### config.mk
export PLATFORM = sky130hd
export DESIGN_NAME = pc_sequencer
export DESIGN_NICKNAME = d
export VERILOG_FILES = /design/src/rtl/pc_sequencer.sv
export SDC_FILE = /design/constraint.sdc
export NUM_CORES = 1
export LEC_CHECK = 0
export CORE_UTILIZATION = 50
export CTS_CLUSTER_DIAMETER = 100
export DETAILED_ROUTE_END_ITERATION = 6
export PLACE_DENSITY = 0.84
export SETUP_SLACK_MARGIN = 0.5
export SYNTH_ARGS = -nofsm -noshare
export SYNTH_HDL_FRONTEND = slang
export SYNTH_SLANG_ARGS = --single-unit
### constraint.sdc
create_clock -name iCLK -period 4.55 [get_ports iCLK]
set_clock_uncertainty 0.05 [all_clocks]
set_input_delay 0.6825 -clock iCLK [delete_from_list [all_inputs] [get_ports iCLK]]
set_output_delay 0.6825 -clock iCLK [all_outputs]
set_load 0.05 [all_outputs]
### src/rtl/pc_sequencer.sv
// Purpose : multi-cycle PC sequencer (FETCH/DECODE/EXEC/UPDATE) with branch, JAL and JALR resolution.
// Latency : 4 cycles per instruction when the fetch is acknowledged in the first FETCH cycle.
// Backpr. : stalls in FETCH until iFetchAck; a misaligned taken target parks it in TRAP until iRST.
//
// Ports:
//   iCLK, iRST           clock, asynchronous active-high reset
//   oFetchReq/iFetchAck  fetch handshake, iInstr valid with iFetchAck
//   iRs1Data/iRs2Data    register operands, sampled in EXEC
//   oPC                  current PC / fetch address
//   oCOrigPC, oTaken     PC-source class and transfer decision of the latched instruction
//   oLinkWrite/oLinkData link register write pulse and value (old PC + 4)
//   oRetire              pulse in the cycle the PC update commits
//   oTrap                sticky misaligned-target flag
module pc_sequencer #(
    parameter logic [31:0] RESET_PC = 32'h0040_0000
) (
    input  logic        iCLK,
    input  logic        iRST,
    output logic        oFetchReq,
    input  logic        iFetchAck,
    input  logic [31:0] iInstr,
    input  logic [31:0] iRs1Data,
    input  logic [31:0] iRs2Data,
    output logic [31:0] oPC,
    output logic [1:0]  oCOrigPC,
    output logic        oTaken,
    output logic        oLinkWrite,
    output logic [31:0] oLinkData,
    output logic        oRetire,
    output logic        oTrap
);

    typedef enum logic [2:0] {
        S_FETCH  = 3'd0,
        S_DECODE = 3'd1,
        S_EXEC   = 3'd2,
        S_UPDATE = 3'd3,
        S_TRAP   = 3'd4
    } state_t;

    localparam logic [1:0] C_NORMAL = 2'b00;
    localparam logic [1:0] C_BRANCH = 2'b01;
    localparam logic [1:0] C_JAL    = 2'b10;
    localparam logic [1:0] C_JALR   = 2'b11;

    state_t      state_q, state_d;
    logic [31:0] pc_q;
    logic [31:0] instr_q;
    logic [1:0]  class_q;
    logic [31:0] imm_q;
    logic        taken_q;
    logic [31:0] next_pc_q;
    logic [31:0] link_q;

    // Decode of the latched instruction word
    logic [1:0]  dec_class;
    logic [31:0] dec_imm;
    logic [31:0] imm_i, imm_b, imm_j;

    assign imm_i = {{20{instr_q[31]}}, instr_q[31:20]};
    assign imm_b = {{19{instr_q[31]}}, instr_q[31], instr_q[7], instr_q[30:25], instr_q[11:8], 1'b0};
    assign imm_j = {{11{instr_q[31]}}, instr_q[31], instr_q[19:12], instr_q[20], instr_q[30:21], 1'b0};

    always_comb begin
        dec_class = C_NORMAL;
        dec_imm   = imm_i;
        case (instr_q[6:0])
            7'b1100011: begin dec_class = C_BRANCH; dec_imm = imm_b; end
            7'b1101111: begin dec_class = C_JAL;    dec_imm = imm_j; end
            7'b1100111: begin dec_class = C_JALR;   dec_imm = imm_i; end
            default:    begin dec_class = C_NORMAL; dec_imm = imm_i; end
        endcase
    end

    // Execute: condition and target from the operands present during EXEC
    logic [31:0] pc_plus4;
    logic [31:0] rel_target;
    logic [31:0] jalr_target;
    logic [31:0] exec_target;
    logic        cond;
    logic        exec_taken;
    logic        misaligned;

    assign pc_plus4    = pc_q + 32'd4;
    assign rel_target  = pc_q + imm_q;
    assign jalr_target = (iRs1Data + imm_q) & ~32'd1;
    assign exec_target = (class_q == C_JALR) ? jalr_target : rel_target;

    always_comb begin
        cond = 1'b0;
        case (instr_q[14:12])
            3'b000:  cond = (iRs1Data == iRs2Data);
            3'b001:  cond = (iRs1Data != iRs2Data);
            3'b100:  cond = ($signed(iRs1Data) <  $signed(iRs2Data));
            3'b101:  cond = ($signed(iRs1Data) >= $signed(iRs2Data));
            3'b110:  cond = (iRs1Data <  iRs2Data);
            3'b111:  cond = (iRs1Data >= iRs2Data);
            default: cond = 1'b0;
        endcase
    end

    always_comb begin
        exec_taken = 1'b0;
        case (class_q)
            C_BRANCH: exec_taken = cond;
            C_JAL:    exec_taken = 1'b1;
            C_JALR:   exec_taken = 1'b1;
            default:  exec_taken = 1'b0;
        endcase
    end

    // Only a transfer that is actually taken can fault; not-taken falls through to PC+4.
    assign misaligned = exec_taken && (exec_target[1:0] != 2'b00);

    // FSM: state register
    always_ff @(posedge iCLK or posedge iRST) begin
        if (iRST) begin
            state_q <= S_FETCH;
        end else begin
            state_q <= state_d;
        end
    end

    // FSM: next state
    always_comb begin
        state_d = state_q;
        case (state_q)
            S_FETCH:  state_d = iFetchAck ? S_DECODE : S_FETCH;
            S_DECODE: state_d = S_EXEC;
            S_EXEC:   state_d = misaligned ? S_TRAP : S_UPDATE;
            S_UPDATE: state_d = S_FETCH;
            S_TRAP:   state_d = S_TRAP;
            default:  state_d = S_FETCH;
        endcase
    end

    // FSM: outputs
    always_comb begin
        oFetchReq  = 1'b0;
        oRetire    = 1'b0;
        oLinkWrite = 1'b0;
        oTrap      = 1'b0;
        case (state_q)
            S_FETCH:  oFetchReq = 1'b1;
            S_UPDATE: begin
                oRetire    = 1'b1;
                oLinkWrite = class_q[1];
            end
            S_TRAP:   oTrap = 1'b1;
            default:  ;
        endcase
    end

    // Datapath registers, advanced per state
    always_ff @(posedge iCLK or posedge iRST) begin
        if (iRST) begin
            pc_q      <= RESET_PC;
            instr_q   <= 32'd0;
            class_q   <= C_NORMAL;
            imm_q     <= 32'd0;
            taken_q   <= 1'b0;
            next_pc_q <= 32'd0;
            link_q    <= 32'd0;
        end else begin
            case (state_q)
                S_FETCH: begin
                    if (iFetchAck) begin
                        instr_q <= iInstr;
                    end
                end
                S_DECODE: begin
                    class_q <= dec_class;
                    imm_q   <= dec_imm;
                    taken_q <= 1'b0;
                end
                S_EXEC: begin
                    taken_q   <= exec_taken;
                    next_pc_q <= exec_taken ? exec_target : pc_plus4;
                    if (class_q[1] && !misaligned) begin
                        link_q <= pc_plus4;
                    end
                end
                S_UPDATE: begin
                    pc_q <= next_pc_q;
                end
                default: ;
            endcase
        end
    end

    assign oPC       = pc_q;
    assign oCOrigPC  = class_q;
    assign oTaken    = taken_q;
    assign oLinkData = link_q;

endmodule

# Word-level counts from Yosys, hierarchy flattened
# Index checks and enable logic that the tools add are counted.
op_classes:
  addsub: 3
  order_cmp: 4
  eq_ne: 17
  n_mux: 14
  n_reduce_logical: 10
ops:
  columns: ["op", "n"]
  rows:
  - ["32-bit adder", 2]
  - ["32-bit >= comparator", 2]
  - ["32-bit less-than comparator", 2]
  - ["32-bit 2-to-1 mux", 2]
  - ["20-bit one-hot mux with 2 select lines", 1]
  - ["32-bit by 3-bit adder with 32-bit output, second input constant", 1]
  - ["32-bit == test", 1]
  - ["32-bit inequality test", 1]
  - ["7-bit == test, second input constant", 3]
  - ["3-bit == test, second input constant", 5]
  - ["3-bit one-hot mux with 4 select lines", 1]
  - ["3-bit by 1-bit == test with 1-bit output, second input constant", 2]
  - ["3-bit by 2-bit == test with 1-bit output, second input constant", 2]
  - ["3-bit logical NOT", 2]
  - ["1-bit one-hot mux with 6 select lines", 1]
  - ["2-bit one-hot mux with 3 select lines", 1]
  - ["1-bit 2-to-1 mux", 5]
  - ["2-bit == test, second input constant", 2]
  - ["1-bit one-hot mux with 2 select lines", 2]
  - ["2-bit AND reduction", 2]
  - ["2-bit nonzero test", 2]
  - ["3-bit 2-to-1 mux", 1]
  - ["2-bit by 1-bit == test with 1-bit output, second input constant", 1]
  - ["1-bit logical AND", 2]
  - ["other kinds (2)", 2]
totals:
  register_bits: 155
  inputBits: 99
  out_inout_bits: 71
  elab_cells: 56

# Depth between registers and ports, before layout
# Gate-level depths: netlist (run 1).
depth:
  depth_word: 7
  mapped_depth: 15
  depth_no_buf: 14

# Worst setup path after synthesis (run 1)
# No wires, ideal clock.
synth_timing:
  path_type: "input to register"
  from: "in iRs2Data[15]"
  to: "reg next_pc_q[31]"
  setup_time_ns: 0.075
  arrival_time_ns: 3.273
  slack_ns: 1.152
  cell_stages: 14
  n_path_buf: 2
  path_cell_list: "inv_1 > ha_1 > nand4_2 > nor4_4 > o21ai_1 > a31oi_2 > nor3_2 > mux2_4 > and4_1 > a311o_1 > buf_6 > buf_6 > o31a_1 > o21ai_2"
synth_between:
  elab_chain_len: 4
  word_cells_on_any_way: 9
synth_rtl:
  columns: ["item", "line", "source"]
  rows:
  - ["start: declaration", "23", "input logic [31:0] iRs2Data,"]
  - ["32-bit >= comparator (tied with other cells)", "97", "3'b111: cond = (iRs1Data >= iRs2Data);"]
  - ["1-bit one-hot mux with 6 select lines (*)", "91", "case (instr_q[14:12])"]
  - ["1-bit one-hot mux with 2 select lines (*)", "104", "case (class_q)"]
  - ["32-bit 2-to-1 mux (*)", "178", "next_pc_q <= exec_taken ? exec_target : pc_plus4;"]
  - ["end signal: assignment", "178", null]
  - ["end: declaration", "52", "logic [31:0] next_pc_q;"]
# Every way passes the cells marked *; elsewhere a longest branch is shown, timed or not.
# A chain may end at the register's enable or synchronous reset.

# Worst setup path in the final report (run 1)
layout_timing:
  from: "in iRs2Data[5]"
  to: "reg next_pc_q[29]"
# Same word-level chain as after synthesis.

==> results of run 1 <==
## kinds of logic after synthesis
kind of cell | count (synthesis) | synth area share [%]
AND/OR/NAND/NOR | 482 | 20.2
AO/OA/AOI/OAI | 323 | 17.9
flip-flops | 155 | 35.7
buffers and inverters | 102 | 3.81
adder cells (fa/ha/maj) | 96 | 11.2
XOR/XNOR | 75 | 6.05
multiplexers | 51 | 5.16
## worst max-delay path: cells and delay by family
| kind | cells | cell delay, ps |
|---|---|---|
| muxes | 1 | 330 |
| AOI/OAI and AO/OA | 6 | 1490 |
| and+or+nand+nor | 4 | 670 |
| adders and majority gates | 1 | 290 |
| buffers and inverters | 3 | 700 |
## sequential cells by signal (all words and copies together), names as in the netlist
register and count:
state_q 3, oLinkData 32, oCOrigPC 2, oPC 32, oTaken 1, next_pc_q 32, imm_q 21, instr_q 32
## synthesized netlist by cell type (3+ instances only)
cell type,instances,area share (%)
nor2b_1,9,0.52
nand2_1,256,8.8
o21ai_0,90,4.1
a21oi_1,86,4.0
a41oi_1,4,0.32
nand2b_1,15,0.86
mux2_2,34,3.5
buf_1,4,0.14
o21a_1,9,0.62
dfrtp_1,154,35
nand4_1,12,0.69
inv_1,52,1.8
and3_1,12,0.69
a211o_1,3,0.24
a221oi_1,3,0.24
nor3b_1,4,0.28
buf_6,3,0.31
o22ai_1,4,0.23
o21bai_1,10,0.69
and2_1,11,0.63
clkbuf_1,37,1.3
ha_1,94,11
a31oi_1,21,1.2
or2_2,3,0.17
o31a_1,3,0.24
a21o_1,20,1.4
and4_1,7,0.56
o211ai_1,8,0.55
o21ai_1,26,1.2
nand3b_1,3,0.21
mux2i_1,14,1.3
nor2_1,81,2.8
xnor2_1,37,3.0
nand3_1,31,1.4
or3_1,5,0.29
xor2_1,38,3.1
o31ai_1,7,0.48
a211oi_1,10,0.69
nor3_1,22,1.0
## cell type report
type,count,area [um2],area share (%)
multi-input combinational,1027,6580,48.8
inverter,55,210,1.56
timing repair buffer,186,1840,13.7
clock inverter,15,210,1.56
clock buffer,17,425,3.15
sequential,155,3880,28.7
tap,275,344,2.55
## power by group through the flow
stage / Clock, mW / Sequential (mW) / Combinational (mW)
2_1_floorplan: 0 / 2.78 / 3.30
5_1_grt: 1.63 / 2.59 / 5.58
4_1_cts: 1.58 / 2.50 / 5.04
6_report: 1.57 / 2.51 / 5.10
3_5_place_dp: 0 / 2.52 / 4.99
3_3_place_gp: 0 / 2.49 / 4.89
## through the flow
step	worst slack (ps)	area [um2]
final	665	13500
after global routing	524	13500
after CTS	673	13500
after detailed placement	244	12900
after global placement	344	12900
after floorplan	1150	10900
## metal layers
layer	GRT usage, %	wire length [um]
met5	0	0
met4	10.4	769
met3	4.31	2410
met2	44.6	13900
met1	40.1	13700
## repair_timing
action                     4_1_cts  5_1_grt
setup endpoints to repair        0        2
resized for setup                0        1
hold buffers                     0        0
## worst min-delay path by stage
| stage | from | end | slack, ps | depth (start not counted) |
|---|---|---|---|---|
| global route | next_pc_q[25] | oPC[25] | 440 | 2 |
| global placement | next_pc_q[7] | oPC[7] | 400 | 2 |
| finish | next_pc_q[3] | oPC[3] | 420 | 2 |
| floorplan | instr_q[30] | imm_q[10] | 380 | 2 |
| CTS | next_pc_q[18] | oPC[18] | 420 | 2 |
| detailed placement | next_pc_q[18] | oPC[18] | 400 | 2 |
==> impl_metrics.ini, run 1 <==
[setup_path]
slowest_delay_ps = 460
path_cells = clkdlybuf4s50_1 > inv_1 > ha_1 > a21oi_1 > o21ai_0 > a211oi_1 > a31oi_2 > nor3_4 > mux2_4 > and4_1 > a311o_2 > buf_12 > nand2_4 > nor4_1 > a311oi_1
slowest_stage = clkdlybuf4s50_1
cp-start-kind = input port
critPathLaunch = iRs2Data[5]
rr_startpoint = oPC[2]
crit_path_end_kind = flip-flop
reg2regPathDepth = 12
regToRegSetupSlack_ps = 1020
arrival_ps = 4180
critPathCapture = next_pc_q[29]
regToRegEndpoint = next_pc_q[29]
crit_required_ps = 4850
worstPathMaxFanout = 45
crit_type = in -> reg

[cts]
cts_tree = built
post_cts_buffers = 0
cts_buffers = 17
ctsHtreeMaxLevel = 4
path_clk_slew_ps = 70
cts_buffer_depth = 2
clock_sinks = 155
clockRootBuffer = clkbuf_16
insertion_delay_ps = 440

[pwr]
p_clk_share_pct = 17.1
leakage_nw = 6.11
power_frac_comb_pct = 55.5
sequentialPowerShare_pct = 27.4
powerDensity_nw_per_um2 = 680
internal-power_mw = 4.86
max-vdd-ir-drop_uv = 385
netSwitchingPower_mw = 4.32
power_switching_share_pct = 47.0
finalPower_mw = 9.18

[sta]
setup_violations = 0
relSlewSlack_pct = 26.1
period_minus_slack_ps = 3880
fmax_ghz = 0.257
slew_viol_final = 0
fin_crit_sh_pct = 85.4
worstMarginPinSlew_ps = 1110
rsz0062_at_grt = no
setup_tns_ps = 0
hold_viol_final = 0
hold_ws_ps = 422

[synth]
syn_area_um2 = 10900
synth_cells = 1284
synth_warnings = 0
synth_edf_count = 0
syn_avg_cell_area_um2 = 8.46
synth_nets = 1479
synth-seq-cells = 155
yosysSeqAreaShare_pct = 35.7
synth_cell_type_count = 70
async_reset_ff_share_pct = 100
synth_flop_cell = dfrtp_1

[floorplan]
core_area_um2 = 21200
die_area_um2 = 22300
rows = 53
die_h_um = 149
pin_count = 170
die_w_um = 149
start_util_pct = 51.3

[grt]
grt_first_pass_wirelength_mm = 49.6
grt.total_usage_pct = 28.6
overflow = 0
grt_pass1_vias = 9509
grt_max_degree = 95
antenna_found_initial = 0

[route]
routedWlPerCell_um = 17.8
via_per_inst = 5.79
drcViolationCount = 0
firstDrtPassIters = 5
drtAntennaViolNets = 0
drtIter0Drc = 720
vias = 10000
routed_wl_mm = 30.8

[layout]
final_nets = 1637
num_antenna_cells = 0
area_delta_synth_final_pct = 24.3
layout_common_cells = nand2_1 (256), clkdlybuf4s50_1 (169), dfrtp_1 (154), ha_1 (94), o21ai_0 (90)
layout_commonest_cell = nand2_1
nFillCells = 1736
fin_util_pct = 63.8
drive_gt1_share_pct = 7.29
stdcell_count = 1730

[run]
cap_violations = 0

[placement]
dpl.cell_count = 1698
io_buffer_count = 169
place_congestion = 0.917
place_hpwl_mm = 23.4

[outcome]
status = finished, final reports clean

[worst_hold_path]
hold_class = reg -> reg
Note: power is estimated with default switching activity, not from simulation.
==> run 2: changes to the inputs <==
--- a/config.mk
+++ b/config.mk
@@ -5,9 +5,12 @@
 export SDC_FILE = /design/constraint.sdc
 export NUM_CORES = 1
 export LEC_CHECK = 0
+export CORE_MARGIN = 2
 export CORE_UTILIZATION = 50
 export CTS_CLUSTER_DIAMETER = 100
 export DETAILED_ROUTE_END_ITERATION = 6
+export GPL_ROUTABILITY_DRIVEN = 0
+export MAX_ROUTING_LAYER = met4
 export PLACE_DENSITY = 0.84
 export SETUP_SLACK_MARGIN = 0.5
 export SYNTH_ARGS = -nofsm -noshare
==> run 2 against run 1 <==
Against the previous run: combinational power barely moved; fmax barely moved; clock-buffer cell count rose by 3; final cell count barely moved; routed wire length fell by 1.9%; largest cell class unchanged; sequential power barely moved; sequential share of layout area rose by 0.10 points; register-to-register slack improved by 40 ps.
==> impl_metrics.ini, run 2 (synthesized netlist as in run 1, its figures left out) <==
[floorplan]
core_area_um2 = 21200
pin_count = 170
die_h_um = 151
rows = 53
die_w_um = 151
die_area_um2 = 22900
start_util_pct = 51.3

[sta]
period_minus_slack_ps = 3880
relSlewSlack_pct = 23.4
rsz0062_at_grt = no
slew_viol_final = 0
fmax_ghz = 0.257
worstMarginPinSlew_ps = 1140
fin_crit_sh_pct = 85.4
setup_tns_ps = 0
hold_viol_final = 0
setup_violations = 0
hold_ws_ps = 416

[setup_path]
worstPathMaxFanout = 45
regToRegSetupSlack_ps = 1060
crit_required_ps = 4830
arrival_ps = 4170
crit_path_end_kind = flip-flop
crit_type = in -> reg
cp-start-kind = input port

[pwr]
leakage_nw = 6.08
max-vdd-ir-drop_uv = 367
powerDensity_nw_per_um2 = 672

[route]
via_per_inst = 5.83
routed_wl_mm = 30.2
drtAntennaViolNets = 0
routedWlPerCell_um = 17.5
vias = 10100
drcViolationCount = 0
drtIter0Drc = 915
firstDrtPassIters = 6

[cts]
clock_sinks = 155
cts_buffers = 17
path_clk_slew_ps = 70
insertion_delay_ps = 430
clockRootBuffer = clkbuf_16
ctsHtreeMaxLevel = 4
cts_buffer_depth = 2
cts_tree = built
cts-hold-fix-buffers = 0

[grt]
grt_pass1_vias = 9438
grt_first_pass_wirelength_mm = 47.9
grt.total_usage_pct = 27.5
overflow = 0
grt_max_degree = 62
antenna_found_initial = 0

[placement]
place_hpwl_mm = 23.2
io_buffer_count = 169
placed_area_um2 = 12800
dpl.cell_count = 1696

[layout]
layout_common_cells = nand2_1 (256), clkdlybuf4s50_1 (169), dfrtp_1 (154), ha_1 (94), o21ai_0 (90)
final_nets = 1636
final_cell_area_um2 = 13400
nFillCells = 1691
seq_area_um2 = 3880
layout_commonest_cell = nand2_1
fin_util_pct = 63.6
area_delta_synth_final_pct = 23.8
stdcell_count = 1729
drive_gt1_share_pct = 7.22
multi_input_area_um2 = 6580
num_antenna_cells = 0

[run]
cap_violations = 0

[outcome]
status = finished, final reports clean

[worst_hold_path]
hold_class = reg -> reg
==> run 2: cell count changes in the layout (fill, tap and decap cells not counted), sizes merged <==
| cell | change |
|---|---|
| inv | -5 |
| clkbuf | +3 |
| bufinv | -2 |
| clkinv | +2 |
| clkinvlp | +2 |
| buf | -1 |
==> run 2: what timing repair did <==
action,CTS,global route
gates resized for setup,0,1
buffers inserted,0,1
endpoints found under the setup margin,0,11
==> run 2: worst max-delay path, stage by stage <==
cell and delay, ps:
clkdlybuf4s50_1 470, ha_1 370, a21oi_1 160, o21ai_0 150, a211oi_1 290, a31oi_2 170, nor3_2 250, mux2_4 340
and4_1 200, a311o_2 380, buf_12 190, nand2_4 150, nor4_1 80, a311oi_1 270
==> run 2: layer usage <==
| layer | vias up | track usage (%) | routed length [um] |
|---|---|---|---|
| met5 | - | - | 0 |
| met4 | 0 | 7.76 | 597 |
| met3 | 51 | 4.31 | 2430 |
| met2 | 467 | 41.8 | 13600 |
| met1 | 4745 | 38.3 | 13500 |
| li1 | 4823 | - | - |
==> run 2: path summary, 6_finish.rpt <==
check	startpoint	end	cells past startpoint
worst max-delay path	iRs1Data[15]	next_pc_q[29]	14
worst min-delay path	next_pc_q[11]	oPC[11]	2
worst max register to register	imm_q[5]	next_pc_q[24]	12
worst min register to register	next_pc_q[11]	oPC[11]	2
max in group asynchronous	iRST	oPC[26]	3
min in group asynchronous	iRST	instr_q[24]	2
==> run 2: final cells by class <==
| cell class | instances | area share [%] |
|---|---|---|
| clock buffers | 20 | 3.40 |
| clock inverters | 12 | 1.02 |
| inverters | 55 | 1.56 |
| multi-input cells | 1027 | 48.9 |
| flip-flops and latches | 155 | 28.9 |
| well taps | 275 | 2.56 |
| repair buffers | 185 | 13.7 |
==> run 2: where the power goes <==
part	switching (mW)	internal [mW]	total [mW]
registers	0.607	1.90	2.51
logic	3.05	2.03	5.08
clock network	0.606	0.842	1.45
==> run 2: per-stage QoR <==
stage | power [mW] | worst slack, ps
floorplan | 6.08 | 1150
global placement | 7.30 | 246
detailed placement | 7.47 | 212
CTS | 8.95 | 636
global route | 9.64 | 514
finish | 9.03 | 666
==> run 3: changes to the inputs <==
--- a/config.mk
+++ b/config.mk
@@ -16,3 +16,4 @@
 export SYNTH_ARGS = -nofsm -noshare
 export SYNTH_HDL_FRONTEND = slang
 export SYNTH_SLANG_ARGS = --single-unit
+export TNS_END_PERCENT = 1
==> run 3 against run 2 <==
Against the previous run: register-to-register slack lost 20 ps; routed wire length is 0.12% lower; sequential power is essentially flat; power shrank 0.10%; clock power barely moved; first-iteration DRC count down 3.8%; sequential share of layout area about the same; sequential cell count unchanged; final cell count stayed put; critical path depth up 2; critical path type unchanged; critical endpoint is now next_pc_q[18].
==> impl_metrics.ini, run 3 (synthesized netlist as in run 1, its figures left out) <==
[sta]
setup_tns_ps = 0
setup_slack_ps = 652
slew_viol_final = 0
hold_viol_final = 0
setup_violations = 0
fmax_ghz = 0.257
worstMarginPinSlew_ps = 1130
relSlewSlack_pct = 24.4
fin_crit_sh_pct = 85.7
period_minus_slack_ps = 3900
rsz0062_at_grt = yes

[pwr]
power_frac_comb_pct = 56.2
leakage_nw = 6.07
powerDensity_nw_per_um2 = 671
netSwitchingPower_mw = 4.26
sequentialPowerShare_pct = 27.8
internal-power_mw = 4.77
max-vdd-ir-drop_uv = 367
p_clk_share_pct = 16.0
power_switching_share_pct = 47.1

[setup_path]
crit_required_ps = 4780
crit_type = in -> reg
crit_path_end_kind = flip-flop
slowest_stage = clkdlybuf4s50_1
path_buf_inv = 5
cp-start-kind = input port
worstPathMaxFanout = 45
arrival_ps = 4120
cpLargestDelayFamily = buffers and inverters
path_cells = clkdlybuf4s50_1 > inv_1 > ha_1 > nand4_1 > nor4_4 > buf_4 > a31oi_1 > nor2_1 > o221ai_1 > mux2_4 > and4_1 > a311o_2 > buf_12 > inv_2 > o2bb2ai_1 > o21ai_1
slowest_delay_ps = 490

[grt]
grt_first_pass_wirelength_mm = 47.9
antenna_found_initial = 0
grt_pass1_vias = 9438
grt_max_degree = 62
grt.total_usage_pct = 27.5
overflow = 0

[route]
via_per_inst = 5.83
routed_wl_mm = 30.1
drtIter0Drc = 880
drtAntennaViolNets = 0
vias = 10100
firstDrtPassIters = 5
routedWlPerCell_um = 17.4
drcViolationCount = 0

[layout]
fin_util_pct = 63.5
seq_area_um2 = 3880
final_nets = 1636
layout_common_cells = nand2_1 (256), clkdlybuf4s50_1 (169), dfrtp_1 (154), ha_1 (94), o21ai_0 (90)
area_delta_synth_final_pct = 23.8
multi_input_area_um2 = 6580
nFillCells = 1690
layout_commonest_cell = nand2_1
drive_gt1_share_pct = 7.15
num_antenna_cells = 0

[floorplan]
die_area_um2 = 22900
start_util_pct = 51.3
rows = 53
core_area_um2 = 21200
die_w_um = 151
die_h_um = 151
pin_count = 170

[placement]
place_hpwl_mm = 23.2
place_ws_ps = 212
io_buffer_count = 169

[cts]
clockRootBuffer = clkbuf_16
cts_resized = 0
cts_tree = built
cts_buffers = 17
cts_buffer_depth = 2
clock_sinks = 155
path_clk_slew_ps = 70
insertion_delay_ps = 430
ctsHtreeMaxLevel = 4

[outcome]
status = finished, final reports clean

[worst_hold_path]
hold_class = reg -> reg

[run]
cap_violations = 0
## run 3: worst paths after layout
kind	from	end	slack [ps]	depth (start not counted)
max	iRs2Data[11]	next_pc_q[18]	650	16
min	next_pc_q[25]	oPC[25]	420	2
max reg2reg	imm_q[0]	next_pc_q[30]	1040	14
min reg2reg	next_pc_q[25]	oPC[25]	420	2
max in group asynchronous	iRST	next_pc_q[26]	2750	3
min in group asynchronous	iRST	instr_q[24]	790	2
## run 3: metal layers
metal	wire length, um	track usage [%]
met3	2510	4.31
met1	13400	38.3
met5	0	-
met2	13600	41.8
met4	602	7.76
## run 3: area by class of cell
cell class | count | share of cell area (%)
well taps | 275 | 2.56
multi-input cells | 1027 | 48.9
clock inverters | 12 | 1.02
flip-flops and latches | 155 | 28.9
clock buffers | 20 | 3.40
repair buffers | 185 | 13.7
inverters | 55 | 1.56
## run 3: power by group through the flow
| stage | Sequential [mW] | Clock, mW | Combinational [mW] |
|---|---|---|---|
| final | 2.51 | 1.44 | 5.07 |
| after global routing | 2.57 | 1.51 | 5.56 |
| after CTS | 2.49 | 1.45 | 5.00 |
| after detailed placement | 2.51 | 0 | 4.96 |
| after global placement | 2.48 | 0 | 4.82 |
| after floorplan | 2.78 | 0 | 3.30 |
## run 3: through the flow
stage,hold slack (ps),cell area [um2],cells,power (mW)
4_1_cts,415,13400,1728,8.95
6_report,415,13400,1729,9.03
3_5_place_dp,399,12800,1696,7.47
3_3_place_gp,396,12800,1696,7.30
5_1_grt,439,13400,1729,9.64
2_1_floorplan,385,10900,1284,6.08
## run 3: repair_timing
| action | CTS | global route |
|---|---|---|
| setup buffers | 0 | 1 |
| endpoints found under the hold margin | 0 | 0 |
| hold buffers | 0 | 0 |
| setup endpoints to repair | 0 | 11 |
## run 3: worst register-to-register path, delay by kind of cell (launching register included)
| family | cells | cell delay (ps) |
|---|---|---|
| and+or+nand+nor | 3 | 710 |
| DFF | 1 | 470 |
| AOI/OAI and AO/OA | 7 | 1260 |
| muxes | 1 | 220 |
| buffers and inverters | 1 | 70 |
| adders and majority gates | 2 | 650 |
